## src/rtl/instruction_fetch.sv

```systemverilog
// instruction_fetch: 3-byte instruction fetch stage with redirect, stall, halt-opcode and address-range fault.
module instruction_fetch #(
    parameter logic [23:0] RESET_PC  = 24'd0,
    parameter int          MEM_BYTES = 128,
    parameter logic [3:0]  HALT_OP   = 4'b1111
) (
    input  logic        clk,
    input  logic        rst_n,
    input  logic        stall,
    input  logic        jump,
    input  logic [23:0] jump_target,
    input  logic        branch_taken,
    input  logic [23:0] branch_target,
    input  logic [23:0] inst,
    output logic [23:0] pc,
    output logic [23:0] ir,
    output logic [23:0] irpc,
    output logic        valid,
    output logic        halted,
    output logic        fault
);
    localparam logic [24:0] LAST = 25'(MEM_BYTES - 3);
    typedef enum logic {FETCH, HALT} state_t;
    state_t      state, state_d;
    logic [23:0] pc_d, ir_d, irpc_d, target;
    logic [24:0] seq;
    logic        valid_d, halted_d, fault_d;
    always_comb begin
        state_d  = state;
        pc_d     = pc;
        ir_d     = ir;
        irpc_d   = irpc;
        valid_d  = valid;
        halted_d = halted;
        fault_d  = fault;
        target   = jump ? jump_target : branch_target;
        seq      = {1'b0, pc} + 25'd3;
        if (state == HALT) begin
            valid_d = 1'b0;
        end else if (jump || branch_taken) begin
            valid_d = 1'b0;
            if ({1'b0, target} > LAST) begin
                state_d  = HALT;
                halted_d = 1'b1;
                fault_d  = 1'b1;
            end else begin
                pc_d = target;
            end
        end else if (!stall) begin
            ir_d    = inst;
            irpc_d  = pc;
            valid_d = 1'b1;
            // halt opcode wins over the range check when both apply
            if (inst[23:20] == HALT_OP) begin
                state_d  = HALT;
                halted_d = 1'b1;
            end else if (seq > LAST) begin
                state_d  = HALT;
                halted_d = 1'b1;
                fault_d  = 1'b1;
            end else begin
                pc_d = seq[23:0];
            end
        end
    end
    always_ff @(posedge clk or negedge rst_n) begin
        if (!rst_n) begin
            state  <= FETCH;
            pc     <= RESET_PC;
            ir     <= '0;
            irpc   <= '0;
            valid  <= 1'b0;
            halted <= 1'b0;
            fault  <= 1'b0;
        end else begin
            state  <= state_d;
            pc     <= pc_d;
            ir     <= ir_d;
            irpc   <= irpc_d;
            valid  <= valid_d;
            halted <= halted_d;
            fault  <= fault_d;
        end
    end
endmodule
```

## config.mk

```make
export PLATFORM = sky130hd
export DESIGN_NAME = instruction_fetch
export DESIGN_NICKNAME = d
export VERILOG_FILES = /design/src/rtl/instruction_fetch.sv
export SDC_FILE = /design/constraint.sdc
export NUM_CORES = 1
export LEC_CHECK = 0
export CAP_MARGIN = 20
export CORE_MARGIN = 2
export CORE_UTILIZATION = 42
export CTS_CLUSTER_SIZE = 10
export DETAILED_ROUTE_END_ITERATION = 6
export MAX_ROUTING_LAYER = met4
export PLACE_DENSITY = 0.79
export SKIP_CTS_REPAIR_TIMING = 1
export SYNTH_ARGS = -nofsm -noshare
export SYNTH_HDL_FRONTEND = slang
export SYNTH_SLANG_ARGS = --single-unit
```

## constraint.sdc

```tcl
create_clock -name clk -period 5.5 [get_ports clk]
set_input_delay 1.1 -clock clk [delete_from_list [all_inputs] [get_ports clk]]
set_output_delay 1.1 -clock clk [all_outputs]
set_load 0.05 [all_outputs]
```

==> results of run 1 <==
synth_stat cells (all sizes together), types with 3 or more instances:
cell type,number
dfrtp,76
mux2,50
and2,17
nor2,16
nand4,15
nand2,13
o21ai,13
nor3,11
buf,10
nand3,9
inv,8
a21oi,7
clkbuf,7
nor4,7
xnor2,5
a211oi,4
and4,3
nand2b,3
o211ai,3
o22ai,3
o31ai,3
path summary, 6_finish.rpt:
kind                             start  endpoint  slack [ns]
worst max-delay path              jump     pc[4]        1.50
worst min-delay path            halted    halted        0.49
max in group asynchronous        rst_n     pc[6]        3.99
worst max register to register   pc[0]     pc[4]        1.73
worst min register to register  halted    halted        0.49
min in group asynchronous        rst_n  irpc[19]        0.89
routing by layer:
metal / vias to the layer above / routed length (um) / part of all wire (%) / GRT usage [%]
met2: 150 / 4510 / 47 / 31.2
li1: 1508 / - / - / -
met5: - / 0 / 0 / -
met4: 0 / 84 / 0.87 / 6.52
met1: 1522 / 4270 / 44 / 28.2
met3: 9 / 802 / 8.3 / 6.19
area by class of cell:
class | instances | area [sq um] | share of cell area (%)
well taps | 108 | 135 | 2.47
inverters | 8 | 30.0 | 0.549
repair buffers | 153 | 1520 | 27.8
clock inverters | 6 | 88.8 | 1.62
flip-flops and latches | 76 | 1900 | 34.7
clock buffers | 10 | 128 | 2.33
multi-input cells | 222 | 1670 | 30.4
cells by family after synthesis:
logic type	Yosys count	share of synthesized area, %
xor gates and xnor gates	7	1.66
DFF	76	51.6
and+or+nand+nor	107	16.6
adders and majority gates	2	0.679
muxes	52	15.9
buffers and inverters	25	3.29
AOI/OAI and AO/OA	54	10.2
power by group:
group / leakage, uW / internal, uW / total, uW / switching, uW
sequential: 0.00103 / 565 / 568 / 3.59
clock: 0.000102 / 256 / 457 / 201
combinational: 0.00118 / 67.2 / 126 / 58.4
total: 0.00231 / 888 / 1150 / 263
metrics by stage:
stage                     std cells  hold WS, ns
after floorplan                 323        0.515
after global placement          567        0.483
after detailed placement        567        0.476
after CTS                       583        0.498
after global routing            583        0.512
final                           583        0.491
sequential cells by signal (all words and copies together) (netlist names):
name    cells
irpc       24
halted      1
fault       1
state       1
pc         24
valid       1
ir         24
critical path, stage by stage:
cell             delay [ns]
clkdlybuf4s50_1        0.80
nor4_1                 0.43
nand4_1                0.14
a21oi_1                0.16
o311ai_0               0.22
nor3_1                 0.44
o21ba_1                0.49
a21oi_1                0.27
o22ai_1                0.11
==> reports/metrics.yaml, run 1 <==
antenna_found_initial: 0
die_w_um: 97.7
synthCells: 323
finalSetupViolCount: 0
clk-insertion-delay-late_ns: 0.34
drtPass1Iterations: 4
irDropWorstVdd_v: 0.000153
core_area_sq_um: 8590
drcViolationCount: 0
drt.antenna.violating_nets: 0
final_cell_mix: "150 x clkdlybuf4s50_1, 76 x dfrtp_1, 49 x mux2_2"
cts_max_level: 3
place.gp.congestion: 0.862
skew_ns: 0.00672
cts_max_path_buffers: 2
synth_top_cell_area_share_pct: 51.6
dieHeight_um: 97.7
drtIter0Drc: 154
syn_nets: 402
wirelength_um: 9670
ios: 152
synthTopCellsByArea: "dfrtp_1 52%, mux2_2 15%, and2_1 2.9%, nand4_1 2.4%, nor2_1 1.6%"
nets: 549
path_clk_slew_ns: 0.07
synth_cell_types: 54
syn_avg_cell_area_sq_um: 11.4
via_count: 3189
worst_slew_pin_slew_ns: 0.939
numCtsBuffers: 9
status: "complete, no violations"
p_leak_uw: 0.00231
fp-row-count: 34
cts-root-buf: "clkbuf_8"
final_area_sq_um: 5470
fin_ws_ns: 1.50
worst-endpoint-arrival_ns: 4.17
yosysTopAreaCell: "dfrtp_1"
postPlaceCellArea_sq_um: 5260
grt_pass1_vias: 3234
yosysSeqAreaShare_pct: 51.6
final_util_pct: 63.7
fmax_mhz: 250
ys_ff_latch: 76
start_util_pct: 42.9
rsz0062_at_grt: "false"
port_buffers: 151
vias_per_cell: 5.47
grtUsageTotal_pct: 21.1
fin_crit_ns: 4.00
wl_per_cell_um: 16.6
synth-edff-count: 0
dp_slack_ns: 1.18
fin_crit_sh_pct: 72.7
drive_gt1_share_pct: 15.4
final.setup.tns_ns: 0
fillers: 685
grt_overflow: 0
p_per_area_nw_per_um2: 210
p_total_uw: 1150
relSlewSlack_pct: 37.4
hold_violations: 0
grt_max_degree: 77
yosysWarningCount: 0
end_kind: "register"
min_path_type: "register to register"
syn2layout_area_growth_pct: 48.6
netlist_area_sq_um: 3680
cts_tree: "done"
dpl.hpwl_um: 7140
drv_cap: 0
final_common_cell: "clkdlybuf4s50_1"
dieArea_sq_um: 9540
cp-start-kind: "input pin"
grt_pass1_wl_um: 16000
hold_path_depth: 1
yosys_most_used_dff: "dfrtp_1"
maxSlewViolCount: 0
worstSetupPathType: "input pin to register"
cts_sinks: 76
ys_async_sr_fraction_pct: 100
crit_fanout: 26
worstPathRequired_ns: 5.68
reg2regPathDepth: 10
diodes: 0
Power figures use the tool's default switching activity.
==> run 2, diff against run 1 <==
--- a/config.mk
+++ b/config.mk
@@ -7,11 +7,11 @@
 export LEC_CHECK = 0
 export CAP_MARGIN = 20
 export CORE_MARGIN = 2
-export CORE_UTILIZATION = 42
+export CORE_UTILIZATION = 39
 export CTS_CLUSTER_SIZE = 10
 export DETAILED_ROUTE_END_ITERATION = 6
 export MAX_ROUTING_LAYER = met4
-export PLACE_DENSITY = 0.79
+export PLACE_DENSITY = 0.77
 export SKIP_CTS_REPAIR_TIMING = 1
 export SYNTH_ARGS = -nofsm -noshare
 export SYNTH_HDL_FRONTEND = slang
==> constraint.sdc (replaced) <==
create_clock -name clk -period 3.5 [get_ports clk]
set_input_delay 0.7 -clock clk [delete_from_list [all_inputs] [get_ports clk]]
set_output_delay 0.7 -clock clk [all_outputs]
set_load 0.05 [all_outputs]
==> run 2 against run 1 <==
Compared with the run above:
- largest cell class unchanged
- critical path type is now register to register
- global-route usage decreased by 1.2 points
- clock skew grew 0.0044 ns
- clock-buffer cell count grew 1
- die area up 7.4%
- via count down 0.31%
- critical endpoint is now pc[23]
- setup slack got worse by 1.3 ns
- critical path depth rose by 1
- first-iteration DRC count is 40% higher
==> reports/metrics.yaml, run 2 (synthesis gave the netlist of run 1 again) <==
place.gp.congestion: 0.928
final_util_pct: 59.8
start_util_pct: 40.1
status: "complete, no violations"
drv_cap: 0
relSlewSlack_pct: 36.1
grt_pass1_wl_um: 15500
end_kind: "register"
cts_max_level: 3
final_cell_mix: "150 x clkdlybuf4s50_1, 75 x dfrtp_1, 49 x mux2_2"
critPathTopFamily: "simple AND/OR/NAND/NOR gates"
drcViolationCount: 0
p_per_area_nw_per_um2: 308
crit_slowest_cell: "or4b_1"
worst-endpoint-arrival_ns: 3.53
drive_gt1_share_pct: 17.0
fin_crit_sh_pct: 93.8
grtUsageTotal_pct: 19.9
worst-path-buf-inv: 2
worstSetupPathType: "register to register"
cts_max_path_buffers: 2
port_buffers: 151
cp_cell_sequence: "inv_1 > ha_1 > nand4b_2 > or3_1 > mux2_2 > o22ai_1 > or4b_1 > o21ba_1 > buf_4 > and2_1"
drtIter0Drc: 216
syn2layout_area_growth_pct: 49.3
path_clk_slew_ns: 0.08
grt_overflow: 0
core_area_sq_um: 9200
worst_slew_pin_slew_ns: 0.958
min_path_type: "input pin to asynchronous set/reset pin"
nets: 557
via_count: 3179
drtPass1Iterations: 4
fin_crit_ns: 3.28
skew_ns: 0.0111
dpl.hpwl_um: 7050
irDropWorstVdd_v: 0.000207
crit_fanout: 16
final_common_cell: "clkdlybuf4s50_1"
fmax_mhz: 305
cpPeakStageDelay_ns: 0.57
reg.largest.list: "ir x24, irpc x24, pc x24"
grt_pass1_vias: 3236
drt.antenna.violating_nets: 0
die_w_um: 101
dieHeight_um: 101
vias_per_cell: 5.35
diodes: 0
maxSlewViolCount: 0
worstPathRequired_ns: 3.75
wirelength_um: 9670
antenna_found_initial: 0
p_leak_uw: 0.00233
grt_max_degree: 77
final.setup.tns_ns: 0
cts-root-buf: "clkbuf_8"
cts_sinks: 76
hold_violations: 0
clk-insertion-delay-late_ns: 0.35
finalSetupViolCount: 0
dieArea_sq_um: 10200
cp-start-kind: "register"
cts_tree: "done"
rsz0062_at_grt: "false"
ios: 152
wl_per_cell_um: 16.3
numCtsBuffers: 9
fp-row-count: 35
run 2: layout make-up:
type / instances / area [sq um]
fill: 810 / 3700
timing repair buffer: 161 / 1580
sequential: 76 / 1900
clock inverter: 5 / 36.3
inverter: 8 / 30.0
multi-input combinational: 222 / 1670
clock buffer: 11 / 141
tap: 111 / 139
run 2: report_power, final:
group          switching (uW)  internal, uW  total, uW
Combinational            90.0           108        198
Sequential               5.16           888        893
Clock                     327           278        605
Total                     423          1270       1700
run 2: path summary, 6_finish.rpt:
check	startpoint	end	slack [ns]	depth (start not counted)
min in group clk	halted	halted	0.49	1
worst max register to register	pc[0]	pc[23]	0.22	10
worst min-delay path	rst_n	pc[2]	0.46	1
worst max-delay path	pc[0]	pc[23]	0.22	10
max in group asynchronous	rst_n	pc[0]	2.32	1
worst min register to register	halted	halted	0.49	1
run 2: stage by stage:
step	instance area, sq um	setup WS (ns)	cells	hold WS, ns	power [uW]
after floorplan	3680	0.0383	323	0.404	974
after global placement	5320	0.371	578	0.476	1110
after detailed placement	5320	0.263	578	0.475	1110
after CTS	5500	0.243	594	0.499	1720
after global routing	5500	0.0472	594	0.515	1770
final	5500	0.218	594	0.464	1700
run 2: routing by layer:
layer  routed length (um)  global-route usage [%]
met1                 4220                    25.1
met2                 4570                    30.6
met4                  133                    6.86
met5                    0                       -
met3                  747                    5.94
run 2: worst register-to-register path, cell delays in order, from the launching register on:
cell	delay [ns]
dfrtp_2	0.36
inv_1	0.07
ha_1	0.28
nand4b_2	0.29
or3_1	0.44
mux2_2	0.28
o22ai_1	0.11
or4b_1	0.57
o21ba_1	0.38
buf_4	0.25
and2_1	0.16
